`src/rtl/uart_pkg.sv`:
```
// Shared UART framing constants and receiver state encoding.
package uart_pkg;

  typedef enum logic [2:0] {
    ARM    = 3'd0,
    IDLE   = 3'd1,
    START  = 3'd2,
    DATA   = 3'd3,
    PARITY = 3'd4,
    STOP   = 3'd5
  } rx_state_e;

  localparam int   DATA_BITS = 8;
  localparam logic START_BIT = 1'b0;
  localparam logic STOP_BIT  = 1'b1;
  localparam logic IDLE_LVL  = 1'b1;

  // Even parity bit for a data byte (the value the transmitter appends).
  function automatic logic even_parity(input logic [DATA_BITS-1:0] d);
    return ^d;
  endfunction

endpackage

```
`src/rtl/uart_rx_sync.sv`:
```
// Flop chain that brings the asynchronous serial line into the clk_t domain.
// Resets to the idle level so a reset never looks like a start bit.
module uart_rx_sync
  import uart_pkg::*;
#(
  parameter int STAGES = 2
) (
  input  logic clk_t,
  input  logic srst_n,
  input  logic d_in,
  output logic q_out
);

  if (STAGES == 0) begin : g_bypass
    assign q_out = d_in;
  end else begin : g_chain
    logic [STAGES-1:0] chain;

    // Shift the line through STAGES flops, idle-high on reset.
    always_ff @(posedge clk_t) begin
      if (!srst_n) begin
        chain <= {STAGES{IDLE_LVL}};
      end else begin
        chain[0] <= d_in;
        for (int i = 1; i < STAGES; i++) begin
          chain[i] <= chain[i-1];
        end
      end
    end

    assign q_out = chain[STAGES-1];
  end

endmodule

```
`src/rtl/uart_rx.sv`:
```
// UART receiver: start / 8 data bits LSB first / optional even parity / stop.
// Recovered byte and status sit in a holding register offered downstream.
//
// Handshake: data_valid rises when a frame is loaded and stays high, with
// data_out/parity_err/frame_err stable, until the cycle where data_valid and
// data_ready are both high; data_valid drops on the following cycle unless a
// new frame loads in that same cycle, in which case the new byte replaces it.
// A frame finishing while the register is still full and not being accepted
// is dropped and reported by a one-cycle overrun pulse.
module uart_rx
  import uart_pkg::*;
#(
  parameter int CLKS_PER_BIT = 1,
  parameter int SYNC_STAGES  = 2,
  parameter int PARITY_EN    = 1
) (
  input  logic       clk_t,
  input  logic       srst_n,
  input  logic       rx_in,
  output logic [7:0] data_out,
  output logic       data_valid,
  input  logic       data_ready,
  output logic       parity_err,
  output logic       frame_err,
  output logic       overrun,
  output logic       busy,
  output rx_state_e  state_dbg
);

  localparam int BW = (CLKS_PER_BIT > 1) ? $clog2(CLKS_PER_BIT) : 1;
  localparam logic [BW-1:0] HALF = BW'((CLKS_PER_BIT - 1) / 2);
  localparam logic [BW-1:0] LAST = BW'(CLKS_PER_BIT - 1);

  rx_state_e            state;
  logic [BW-1:0]        baud_cnt;
  logic [2:0]           bit_cnt;
  logic [DATA_BITS-1:0] shreg;
  logic                 perr;
  logic                 rx_s;
  logic                 at_half;
  logic                 at_end;
  logic [BW-1:0]        next_baud;

  uart_rx_sync #(.STAGES(SYNC_STAGES)) u_sync (
    .clk_t  (clk_t),
    .srst_n (srst_n),
    .d_in   (rx_in),
    .q_out  (rx_s)
  );

  // Bit timing decodes: mid-bit sample point and end-of-bit wrap.
  always_comb begin
    at_half   = (baud_cnt == HALF);
    at_end    = (baud_cnt == LAST);
    next_baud = at_end ? '0 : baud_cnt + BW'(1);
  end

  // Frame FSM, bit counters and the downstream holding register.
  always_ff @(posedge clk_t) begin
    if (!srst_n) begin
      state      <= ARM;
      baud_cnt   <= '0;
      bit_cnt    <= '0;
      shreg      <= '0;
      perr       <= 1'b0;
      data_out   <= '0;
      data_valid <= 1'b0;
      parity_err <= 1'b0;
      frame_err  <= 1'b0;
      overrun    <= 1'b0;
    end else begin
      overrun <= 1'b0;
      if (data_valid && data_ready) data_valid <= 1'b0;

      case (state)
        // Refuse to start until the line has been seen idle at least once.
        ARM: begin
          baud_cnt <= '0;
          if (rx_s == IDLE_LVL) state <= IDLE;
        end

        // The first low cycle is cycle 0 of the start bit.
        IDLE: begin
          baud_cnt <= '0;
          perr     <= 1'b0;
          if (rx_s == START_BIT) begin
            if (CLKS_PER_BIT == 1) begin
              state   <= DATA;
              bit_cnt <= '0;
            end else begin
              state    <= START;
              baud_cnt <= BW'(1);
            end
          end
        end

        // A start bit that is high again at mid-bit was only a glitch.
        START: begin
          if (at_half && rx_s == IDLE_LVL) begin
            state    <= IDLE;
            baud_cnt <= '0;
          end else begin
            baud_cnt <= next_baud;
            if (at_end) begin
              state   <= DATA;
              bit_cnt <= '0;
            end
          end
        end

        DATA: begin
          baud_cnt <= next_baud;
          if (at_half) shreg <= {rx_s, shreg[DATA_BITS-1:1]};
          if (at_end) begin
            bit_cnt <= bit_cnt + 3'd1;
            if (bit_cnt == 3'(DATA_BITS - 1)) state <= (PARITY_EN != 0) ? PARITY : STOP;
          end
        end

        PARITY: begin
          baud_cnt <= next_baud;
          if (at_half) perr <= ^{shreg, rx_s};
          if (at_end) state <= STOP;
        end

        // Completes at mid-stop so a following start bit is never missed.
        STOP: begin
          if (at_half) begin
            baud_cnt <= '0;
            if (data_valid && !data_ready) begin
              overrun <= 1'b1;
            end else begin
              data_out   <= shreg;
              parity_err <= (PARITY_EN != 0) ? perr : 1'b0;
              frame_err  <= (rx_s != STOP_BIT);
              data_valid <= 1'b1;
            end
            state <= (rx_s == IDLE_LVL) ? IDLE : ARM;
          end else begin
            baud_cnt <= next_baud;
          end
        end

        default: state <= ARM;
      endcase
    end
  end

  assign busy      = (state == START) || (state == DATA) || (state == PARITY) || (state == STOP);
  assign state_dbg = state;

endmodule

```
`config.mk`:
```
export PLATFORM = sky130hd
export DESIGN_NAME = uart_rx
export DESIGN_NICKNAME = d
export VERILOG_FILES = /design/src/rtl/uart_pkg.sv /design/src/rtl/uart_rx_sync.sv /design/src/rtl/uart_rx.sv
export SDC_FILE = /design/constraint.sdc
export NUM_CORES = 1
export LEC_CHECK = 0
export CAP_MARGIN = 20
export CORE_MARGIN = 4
export CORE_UTILIZATION = 57
export CTS_BUF_LIST = sky130_fd_sc_hd__clkbuf_8 sky130_fd_sc_hd__clkbuf_16
export DETAILED_ROUTE_END_ITERATION = 8
export PLACE_DENSITY = 0.83
export RECOVER_POWER = 50
export REMOVE_ABC_BUFFERS = 1
export SLEW_MARGIN = 20
export SYNTH_ARGS = -nofsm -noshare
export SYNTH_HDL_FRONTEND = slang
export SYNTH_SLANG_ARGS = --single-unit
```
`constraint.sdc`:
```
create_clock -name clk_t -period 2.4 [get_ports clk_t]
set_input_delay 0.72 -clock clk_t [delete_from_list [all_inputs] [get_ports clk_t]]
set_output_delay 0.72 -clock clk_t [all_outputs]
set_load 0.1 [all_outputs]
```
After elaboration in Yosys (flattened, before gate mapping)
Index checks and enable logic that the tools add are counted.
{"block": "totals", "mem_count": 0, "mem_bits_ro": 0, "in_bits": 4, "latchBits": 0, "wordCells": 79, "ram_bits": 0, "ff_bits": 30}
{"block": "classes", "n_mul": 0, "mux": 26, "n_bitwise": 5, "reduce_logical": 20, "shifts": 0, "addsub": 2, "div": 0, "order_cmp": 0, "n_eq_ne": 15}
{"op": "$mux 3", "count": 12}
{"op": "$pmux 3 s6", "count": 1}
{"op": "$ne 2x2->1 const B", "count": 7}
{"op": "$mux 1", "count": 10}
{"op": "$eq 3x3->1 const B", "count": 3}
{"op": "$pmux 3 s3", "count": 1}
{"op": "$reduce_xor 9->1", "count": 1}
{"op": "$reduce_and 7->1", "count": 1}
{"op": "$eq 3x2->1 const B", "count": 2}
{"op": "$not 1->1", "count": 5}
{"op": "$reduce_and 5->1", "count": 1}
{"op": "$pmux 1 s4", "count": 1}
{"op": "$reduce_and 2->1", "count": 2}
{"op": "$reduce_bool 4->1", "count": 1}
{"op": "$reduce_or 2->1", "count": 2}
{"op": "$add 3x1->3 const B", "count": 1}
{"op": "$eq 3x1->1 const B", "count": 1}
{"op": "$logic_and 1x1->1", "count": 3}
{"op": "$logic_not 3->1", "count": 1}
{"op": "$logic_or 1x1->1", "count": 3}
{"op": "$ne 3x3->1 const B", "count": 1}
{"op": "$reduce_and 3->1", "count": 1}
{"op": "$reduce_bool 3->1", "count": 1}
{"op": "$reduce_or 3->1", "count": 1}
{"op": "5 further kinds", "count": 5}

Longest topological paths before layout
{"block": "depth", "depth_word": 5, "mapped_depth": 7, "mapped_depth_nobuf": 6}

By module
From an unflattened synthesis, not the netlist that was laid out.
{"block": "hier_totals", "cells_unflattened": 131, "area_unflattened_um2": 1276.2}
{"mod": "uart_rx", "seq_area_each_um2": 540.5, "cells_each": 127, "instances": 1, "area_per_inst_um2": 1223.7}
{"mod": "uart_rx_sync", "seq_area_each_um2": 40.0, "cells_each": 4, "instances": 1, "area_per_inst_um2": 52.6}

Least setup slack after synthesis
OpenSTA, ideal clock, no wires.
{"block": "synth_path", "path_kind": "reg2out", "from": "register state[1], in the netlist state_dbg[1]", "to": "output port busy", "required_time_ps": 1680, "slack_ps": -554, "arrival_ps": 2234, "path_stages_with_launch": 4, "n_path_buf": 1, "path_cell_list": "dfxtp_1 buf_4 inv_1 ha_1"}
{"block": "synth_via", "elab_chain_cells": 4}
{"item": "from (decl)", "line": "uart_rx.sv:34", "rtl": "rx_state_e state;"}
{"item": "from (signal assigned)", "line": "uart_rx.sv:116", "rtl": "if (bit_cnt == 3'(DATA_BITS - 1)) state <= (PARITY_EN != 0) ? PARITY : STOP;"}
{"item": "from (signal assigned)", "line": "uart_rx.sv:138", "rtl": "state <= (rx_s == IDLE_LVL) ? IDLE : ARM;"}
{"item": "$eq 3x2->1", "line": "uart_rx.sv:149", "rtl": "assign busy = (state == START) || (state == DATA) || (state == PARITY) || (state == STOP);"}
{"item": "$logic_or 1x1->1 (2 in a row)", "line": "uart_rx.sv:149"}
{"item": "$logic_or 1x1->1 (*)", "line": "uart_rx.sv:149"}
{"item": "to (decl)", "line": "uart_rx.sv:26", "rtl": "output logic busy,"}
Mark *: on every way between the ends. The rest lies on a longest branch, timed or not.

Final worst setup path
{"block": "layout_path", "from": "register state[0], in the netlist state_dbg[0]", "to": "output port state_dbg[0]"}
{"item": "to (decl)", "line": "uart_rx.sv:27", "rtl": "output rx_state_e state_dbg"}
No word-level cell between the ends.

==> results.md <==
- Largest delay share family, worst path: flip-flops
- Row count: 17
- Finish-stage setup viols: 0
- Critical Path RT: 1.68 ns
- CTS tree: done
- TritonRoute pass-1 iters: 4
- Synth-to-Final Area Change: 23.5%
- Ratio of final minimum period to clock period: 0.805
- N_diodes: 0
- Clock buffer count from CTS: 5
- Async S/R FF share, synth: 0
- Most numerous cell in the Yosys netlist: dfxtp_1
- Peak supply drop: 465 uV
- Net Sw Frac: 0.204
- Worst-path clk slew: 0.06 ns
- Die height: 57.2 um
- Grt total ovfl: 0
- Fraction of layout cells with a size suffix above 1: 0.188
- GPL Wtd Cong: 0.766
- Antenna viol nets, final: 0
- Slew @ Worst Pin: 0.579 ns
- Total Power: 0.00107 W
- NumNets Final: 173
- Clock tree root buffer cell: clkbuf_8
- Slew Limit Headroom: 0.613
- Multi-input logic area: 747 sq um
- WP buf/inv: 1
- Final-report hold violation count: 0
- Status: finished clean
- First-pass GRT wire length: 4570 um
- DRT iter0 DRCs: 14
- IO Port Bufs: 19
- FMAX: 517 MHz
- CP Launch Type: register
- Register bit count reported by yosys: 29
- Post-route DRC: 0
- Vias per std cell: 5.35
- Sequential-to-total area share from yosys stat: 0.421
- CTS resizes: 0
- Max-cap violation count: 0
- Skew final: 0.00434 ns
- Number of synthesized flops with an enable pin: 0
- Critical path peak fanout: 14
- Combinational power share: 0.062
- Tmin final: 1.93 ns
- Final sum of negative setup slack: 0 ns
- DIE WIDTH: 57.2 um
- Vias in the first global route: 1023
- Clock share of power: 0.476
- LEAKAGE: 0.673 nW
- DP Worst Slack: 0.344 ns
- Largest net degree at the start of global routing: 30
- Avg Synthesized Cell Area: 9.70 sq um
- Int Power: 0.000848 W
- Post-Syn Area: 1380 sq um
- Routed WL per cell: 13.8 um
- Register share of total power: 0.462
- Slack of the critical path: 0.467 ns
- Clock buffer depth: 2
- Top post-synthesis cells by count: dfxtp_1, nand2_1, nor2b_1, a21boi_0, mux2i_1
- Post-detailed-placement half-perimeter wirelength: 1810 um
- Antenna violations before repair: 0
- Worst Setup Path Type: register to output port
- Post-synthesis cell type count: 37
- Post-CTS setup buffer count: 0
- Clk sink count: 29
- Total of fill cells in the finished design: 161
- Crit path cell chain: buf_12
- FF+latch area: 581 sq um
- H-tree depth: 2
- Leading area contributor after synthesis: dfxtp_1
- Cells after synthesis: 142
- Initial core utilization: 0.611
- Hold_buf cts: 0
- Hold crit path type: register to register
- Critical Path Slowest Stage Cell: dfxtp_1
- Area of the core: 2250 sq um
- Crit-path max cell delay: 0.69 ns
- GRT Resource Usage Total: 0.178
- Yosys warning count: 0
- Area of the die: 3270 sq um
- Arr. time, crit path: 1.21 ns
- Routed wire length: 2670 um
- Pwr dens: 627 nW/um^2
- Via count: 1032
- Clk Latency, worst-skew pair: 0.27 ns
- Max Slew Vio Count: 0
- Synth top area cells: dfxtp_1, mux2i_1, nand2_1, a21boi_0, nor2b_1
- Synth Flop Type: dfxtp_1
- CP Capture Type: output port
- RSZ-0062 raised after global routing: no
- Psw: 0.000218 W
- Share of the synthesized area in the top cell type: 0.421
- Ports: 20
cells by family after synthesis:
logic type	Yosys count	share of synthesized area
DFF	29	0.421
buffers and inverters	10	0.0363
AOI/OAI and AO/OA	23	0.126
adders and majority gates	5	0.0454
muxes	10	0.0727
and+or+nand+nor	57	0.237
xor gates and xnor gates	8	0.0609
power by group through the flow:
stage / Combinational, W / Sequential (W) / Clock (W)
final: 0.0000661 / 0.000493 / 0.000507
after global placement: 0.0000642 / 0.000503 / 0
after floorplan: 0.0000283 / 0.000514 / 0
after CTS: 0.0000661 / 0.000493 / 0.000517
after global routing: 0.0000698 / 0.000493 / 0.000551
after detailed placement: 0.0000655 / 0.000504 / 0
final timing paths:
check / slack (ns) / end / cells after the start / start
setup reg to reg: 0.68 / bit_cnt[2] / 4 / state_dbg[0]
setup / recovery: 0.47 / state_dbg[0] / 1 / state_dbg[0]
hold / removal: 0.41 / u_sync.g_chain.chain[1] / 1 / u_sync.g_chain.chain[0]
hold reg to reg: 0.41 / u_sync.g_chain.chain[1] / 1 / u_sync.g_chain.chain[0]
layout make-up:
class	count	share of cell area
Timing Repair Buffer	23	0.126
Inverter	2	0.00441
Tap cell	28	0.0206
Clock inverter	2	0.0199
Multi-Input combinational cell	103	0.439
Sequential cell	29	0.341
Clock buffer	6	0.0485
sequential cells by signal, summed over array words and instances, names as in the netlist:
register and count:
shreg 8, perr 1, data_valid 1, data_out 8, bit_cnt 3, overrun 1, frame_err 1, parity_err 1
u_sync.g_chain.chain 2, state_dbg 3
cells in the final DEF, fill, tap and decap left out, types with 2 or more instances in the layout:
master	n
nor2_1	3
nand2b_1	4
mux2i_1	10
a21boi_0	11
clkdlybuf4s50_1	2
buf_4	10
o21a_1	2
xor2_1	2
dfxtp_1	29
buf_12	4
nor2b_1	13
nand2_1	24
or2_1	2
clkbuf_2	6
o21ai_0	2
ha_1	5
xnor2_1	5
inv_1	3
clkbuf_8	6
per-layer routing:
metal | vias to the layer above | track usage | share of wire
met3 | 5 | 0.0679 | 0.049
met5 | - | 0 | 0
li1 | 519 | - | -
met2 | 24 | 0.290 | 0.49
met4 | 0 | 0.0563 | 0.013
met1 | 484 | 0.217 | 0.45
per-stage QoR:
| stage | instance area [sq um] | cells | hold WS, ns | util |
|---|---|---|---|---|
| after floorplan | 1340 | 134 | 0.386 | - |
| after global placement | 1600 | 185 | 0.391 | 0.710 |
| after detailed placement | 1600 | 185 | 0.395 | 0.710 |
| after CTS | 1720 | 193 | 0.409 | 0.761 |
| after global routing | 1700 | 193 | 0.441 | 0.755 |
| final | 1700 | 193 | 0.406 | 0.755 |
No activity file was read; power rests on OpenSTA's default activity.
